**src/rtl/skew_sync_epoch_ctrl_if.sv**
```systemverilog
// Bus bundle for skew_sync_epoch_ctrl: epoch control, input bit pairs and
// synchronized output pairs with status.
interface skew_sync_epoch_ctrl_if #(
  parameter int DEP = 2,
  parameter int LW  = 8
);
  logic           start;
  logic [LW-1:0]  len;
  logic           in_valid;
  logic           in0;
  logic           in1;
  logic           out0;
  logic           out1;
  logic           out_valid;
  logic           busy;
  logic           done;
  logic [DEP-1:0] resid;

  modport master (
    output start, len, in_valid, in0, in1,
    input  out0, out1, out_valid, busy, done, resid
  );

  modport slave (
    input  start, len, in_valid, in0, in1,
    output out0, out1, out_valid, busy, done, resid
  );
endinterface

```
**src/rtl/skew_sync_epoch_ctrl.sv**
```systemverilog
// Epoch-based unary bitstream skew synchronizer with saturating skew counter.
// Optional residual flush phase enabled by macro SKEW_SYNC_FLUSH_EN.
module skew_sync_epoch_ctrl #(
  parameter int DEP = 2,
  parameter int LW  = 8
) (
  input  logic                   clk,
  input  logic                   rst,
  skew_sync_epoch_ctrl_if.slave  bus
);

  typedef enum logic [1:0] {
    IDLE  = 2'd0,
    RUN   = 2'd1,
`ifdef SKEW_SYNC_FLUSH_EN
    FLUSH = 2'd2,
`endif
    DONE  = 2'd3
  } state_t;

  localparam logic [DEP-1:0] CNT_MAX = '1;

  state_t         state_q, state_d;
  logic [DEP-1:0] cnt_q, cnt_d;
  logic [LW-1:0]  ecnt_q, ecnt_d;
  logic [LW-1:0]  len_q, len_d;

  always_ff @(posedge clk or posedge rst) begin
    if (rst) begin
      state_q <= IDLE;
      cnt_q   <= '0;
      ecnt_q  <= '0;
      len_q   <= '0;
    end else begin
      state_q <= state_d;
      cnt_q   <= cnt_d;
      ecnt_q  <= ecnt_d;
      len_q   <= len_d;
    end
  end

  always_comb begin
    state_d       = state_q;
    cnt_d         = cnt_q;
    ecnt_d        = ecnt_q;
    len_d         = len_q;
    bus.out0      = 1'b0;
    bus.out1      = 1'b0;
    bus.out_valid = 1'b0;
    bus.done      = 1'b0;
    case (state_q)
      IDLE: begin
        if (bus.start) begin
          if (bus.len != '0) begin
            state_d = RUN;
            len_d   = bus.len;
            ecnt_d  = '0;
            cnt_d   = '0;
          end else begin
            state_d = DONE;
          end
        end
      end
      RUN: begin
        bus.out_valid = bus.in_valid;
        if (bus.in_valid) begin
          bus.out1 = bus.in1;
          case ({bus.in0, bus.in1})
            2'b10: begin
              // a leading 1 on in0 is deferred into the counter unless full
              if (cnt_q == CNT_MAX) bus.out0 = 1'b1;
              else                  cnt_d    = cnt_q + 1'b1;
            end
            2'b01: begin
              if (cnt_q != '0) begin
                bus.out0 = 1'b1;
                cnt_d    = cnt_q - 1'b1;
              end
            end
            default: bus.out0 = bus.in0;
          endcase
          ecnt_d = ecnt_q + LW'(1);
          if (ecnt_q == len_q - LW'(1)) begin
`ifdef SKEW_SYNC_FLUSH_EN
            state_d = FLUSH;
`else
            state_d = DONE;
`endif
          end
        end
      end
`ifdef SKEW_SYNC_FLUSH_EN
      FLUSH: begin
        if (cnt_q != '0) begin
          bus.out_valid = 1'b1;
          bus.out0      = 1'b1;
          cnt_d         = cnt_q - 1'b1;
        end else begin
          state_d = DONE;
        end
      end
`endif
      DONE: begin
        bus.done = 1'b1;
        state_d  = IDLE;
`ifndef SKEW_SYNC_FLUSH_EN
        // residual skew is dropped when there is no flush phase
        cnt_d    = '0;
`endif
      end
      default: state_d = IDLE;
    endcase
  end

  always_comb begin
`ifdef SKEW_SYNC_FLUSH_EN
    bus.busy = (state_q == RUN) || (state_q == FLUSH);
`else
    bus.busy = (state_q == RUN);
`endif
  end

  assign bus.resid = cnt_q;

endmodule

```
**src/flat_wrapper.sv**
```systemverilog
// flat-port wrapper written by rule: the top's interface ports become plain ports
module skew_sync_epoch_ctrl_flat 
#(
  parameter int DEP = 2,
  parameter int LW  = 8
)
  (clk, rst, bus_start, bus_len, bus_in_valid, bus_in0, bus_in1, bus_out0, bus_out1, bus_out_valid, bus_busy, bus_done, bus_resid);
  skew_sync_epoch_ctrl_if #(.DEP(DEP), .LW(LW)) bus_i ();
  input  logic clk;
  input  logic rst;
  input wire logic [$bits(bus_i.start)-1:0] bus_start;
  input wire logic [$bits(bus_i.len)-1:0] bus_len;
  input wire logic [$bits(bus_i.in_valid)-1:0] bus_in_valid;
  input wire logic [$bits(bus_i.in0)-1:0] bus_in0;
  input wire logic [$bits(bus_i.in1)-1:0] bus_in1;
  output wire logic [$bits(bus_i.out0)-1:0] bus_out0;
  output wire logic [$bits(bus_i.out1)-1:0] bus_out1;
  output wire logic [$bits(bus_i.out_valid)-1:0] bus_out_valid;
  output wire logic [$bits(bus_i.busy)-1:0] bus_busy;
  output wire logic [$bits(bus_i.done)-1:0] bus_done;
  output wire logic [$bits(bus_i.resid)-1:0] bus_resid;
  assign bus_i.start = bus_start;
  assign bus_i.len = bus_len;
  assign bus_i.in_valid = bus_in_valid;
  assign bus_i.in0 = bus_in0;
  assign bus_i.in1 = bus_in1;
  assign bus_out0 = bus_i.out0;
  assign bus_out1 = bus_i.out1;
  assign bus_out_valid = bus_i.out_valid;
  assign bus_busy = bus_i.busy;
  assign bus_done = bus_i.done;
  assign bus_resid = bus_i.resid;
  skew_sync_epoch_ctrl #(.DEP(DEP), .LW(LW)) u_core (.clk(clk), .rst(rst), .bus(bus_i));
endmodule
```
**config.mk**
```make
export PLATFORM = sky130hd
export DESIGN_NAME = skew_sync_epoch_ctrl_flat
export DESIGN_NICKNAME = d
export VERILOG_FILES = /design/src/rtl/skew_sync_epoch_ctrl_if.sv /design/src/rtl/skew_sync_epoch_ctrl.sv /design/src/flat_wrapper.sv
export SDC_FILE = /design/constraint.sdc
export NUM_CORES = 1
export LEC_CHECK = 0
export BUFFER_PORTS_ARGS = -buffer_cell sky130_fd_sc_hd__clkbuf_2
export CAP_MARGIN = 10
export CORE_MARGIN = 2
export CORE_UTILIZATION = 34
export DETAILED_ROUTE_END_ITERATION = 6
export SLEW_MARGIN = 40
export SYNTH_ARGS = -nofsm -noshare
export SYNTH_HDL_FRONTEND = slang
export SYNTH_SLANG_ARGS = --single-unit
```
**constraint.sdc**
```tcl
create_clock -name clk -period 1.6 [get_ports clk]
set_input_delay 0.32 -clock clk [delete_from_list [all_inputs] [get_ports clk]]
set_output_delay 0.32 -clock clk [all_outputs]
set_load 0.05 [all_outputs]
```
==> out/qor.yml <==
cts_hold_buf: 0
postRouteAntennaNets: 0
p_leak_nw: 0.876
grt_max_degree: 21
grt.total_usage_pct: 16.2
finalCritPeriodShare_pct: 107
max-slew-margin-rel_pct: 65.3
die_h_um: 66.8
cap_violations: 0
hold_ws_ps: 58.5
fmax_mhz: 583
port_buffers: 20
finalSetupViolCount: 8
slowest_stage: "dfrtp_1"
cp.required_ps: 1280
hpwl_um: 2470
gp_congestion: 0.806
hold_viol_final: 0
clockBufferDepth: 2
startpoint: "u_core.state_q[1]"
final_layout_size_suffix_gt1_share_pct: 48.5
powerDensity_nw_per_um2: 1640
avgSynthCellArea_um2: 9.50
fin_cells: 244
timing.clock.skew_ps: 1.82
viasPerCell: 5.02
period_needed_ps: 1720
cp_cell_sequence: "inv_2 > ha_4 > nand2_4 > a211oi_4 > clkbuf_8"
synthArstFlopShare_pct: 100
critPathTopFamily: "flip-flops"
drt_iter0_drc: 23
cts.htree.levels: 1
die-area_um2: 4460
dr.pass1.iters: 4
status: "finished with violations"
worstSkewPairLatency_ps: 260
grt.overflow.total: 0
syn_area_um2: 1340
clk_pin_slew_worst_paths_ps: 70
n_antenna_cell: 0
mostFrequentLayoutCell: "buf_4"
path_buf_inv: 2
synth_edf_count: 0
worst_slack_ps: -116
place_area_um2: 1730
layout_common_cells: "buf_4 (26), dfrtp_1 (17), clkbuf_2 (16)"
hold_path.class: "in2async"
crit_path_start_kind: "register"
post-route-util_pct: 54.5
failed_checks: "setup timing"
path_max_fanout: 6
r2r_start: "u_core.state_q[0]"
rsz0062_at_grt: "yes"
die_w_um: 66.8
placed_cells: 231
drt_wl_total_um: 3320
synth_seq_area_share_pct: 37.3
crit_path_max_incr_delay_ps: 390
grt_pass1_wl_um: 5490
cts_tree: "done"
first_global_vias: 1286
cts.sinks: 20
path_class: "reg2out"
synth_ff_type: "dfrtp_1"
n_fill_cell: 343
vdd_drop_max_mv: 0.549
tightest_slew_ps: 518
end_kind: "output port"
netlist_instances: 141
cts_root_buf: "clkbuf_8"
drc: 0
nets: 218
initial_core_util_pct: 36.1
ys_ff_latch: 20
ys_types: 39
worstPathArrival_ps: 1400
routedWlPerCell_um: 13.6
area_delta_synth_final_pct: 51.2
maxSlewViolCount: 0
design_area_um2: 2030
std_cell_rows: 22
syn_nets: 162
coreArea_um2: 3720
ios: 21
cts_buffers: 3
routed-via-count: 1226
antenna_found_initial: 0
yosysWarnings: 0
fin_total_pwr_mw: 3.33
-- flip-flops by register name, summed over array words and instances, names as in the netlist --
signal / cells
u_core.ecnt_q: 8
u_core.len_q: 8
u_core.bus.resid: 2
u_core.state_q: 2
-- cell usage after synthesis (4+ instances only) --
library cell | instances | area share (%)
nor2_1 | 10 | 2.8
nand2_1 | 10 | 2.8
ha_1 | 7 | 6.5
mux2_1 | 6 | 5.0
xnor2_1 | 11 | 7.2
nand4_1 | 4 | 1.9
dfrtp_1 | 20 | 37
nand3b_1 | 5 | 2.8
inv_1 | 9 | 2.5
o21ai_1 | 6 | 2.2
xor2_1 | 5 | 3.3
-- worst reg2reg max path: stages, from the launching register on --
cell,delay (ps)
dfrtp_2,420
inv_2,60
ha_4,160
and2b_4,180
nor3_4,210
nand3_2,140
or3_4,350
a21oi_2,120
-- path summary, 6_finish.rpt --
| kind | end | slack [ps] | cells past startpoint |
|---|---|---|---|
| max in group asynchronous | u_core.state_q[0] | 1320 | 3 |
| hold / removal | u_core.bus.resid[0] | 60 | 3 |
| setup reg to reg | u_core.ecnt_q[7] | -110 | 7 |
| setup / recovery | bus_out0 | -120 | 5 |
| hold reg to reg | u_core.len_q[7] | 510 | 1 |
| min in group clk | u_core.len_q[4] | 300 | 2 |
-- report_power, final --
group          switching (mW)  total [mW]  internal [mW]
sequential              0.238       0.923          0.684
combinational            1.02        2.07           1.05
clock                   0.161       0.338          0.177
-- area by class of cell --
cell class,count,area (um^2),area share (%)
flip-flops and latches,20,504,24.9
well taps,48,60.1,2.96
clock buffers,4,45.0,2.22
multi-input cells,111,981,48.4
inverters,9,33.8,1.67
repair buffers,52,402,19.8
-- layer usage --
layer	share of wire (%)	vias to the layer above	wire length, um	global-route usage (%)
met5	0	-	0	0
met4	2.0	0	65	6.38
met3	3.6	6	119	2.53
met2	52	25	1740	29.1
met1	42	589	1390	19.1
li1	-	606	-	-
-- logic make-up after synthesis --
| group | after synthesis | share of synthesized area (%) |
|---|---|---|
| AND/OR/NAND/NOR | 59 | 27.0 |
| AO/OA/AOI/OAI | 23 | 10.7 |
| flip-flops | 20 | 37.3 |
| XOR/XNOR | 16 | 10.5 |
| buffers and inverters | 10 | 2.89 |
| adder cells (fa/ha/maj) | 7 | 6.54 |
| multiplexers | 6 | 5.04 |
-- timing repair --
| item | 4_1_cts | 5_1_grt |
|---|---|---|
| buffers inserted | 4 | 6 |
| endpoints found under the hold margin | 0 | 0 |
| gates resized for setup | 18 | 27 |
| gates cloned | 0 | 0 |
| pin swaps | 7 | 7 |
| setup endpoints to repair | 19 | 19 |
-- per-stage QoR --
stage | setup TNS (ps) | setup slack, ps
floorplan | -292 | -102
global placement | -1180 | -154
detailed placement | -1810 | -211
CTS | -373 | -134
global route | -1230 | -186
finish | -453 | -116
Power figures use the tool's default switching activity.
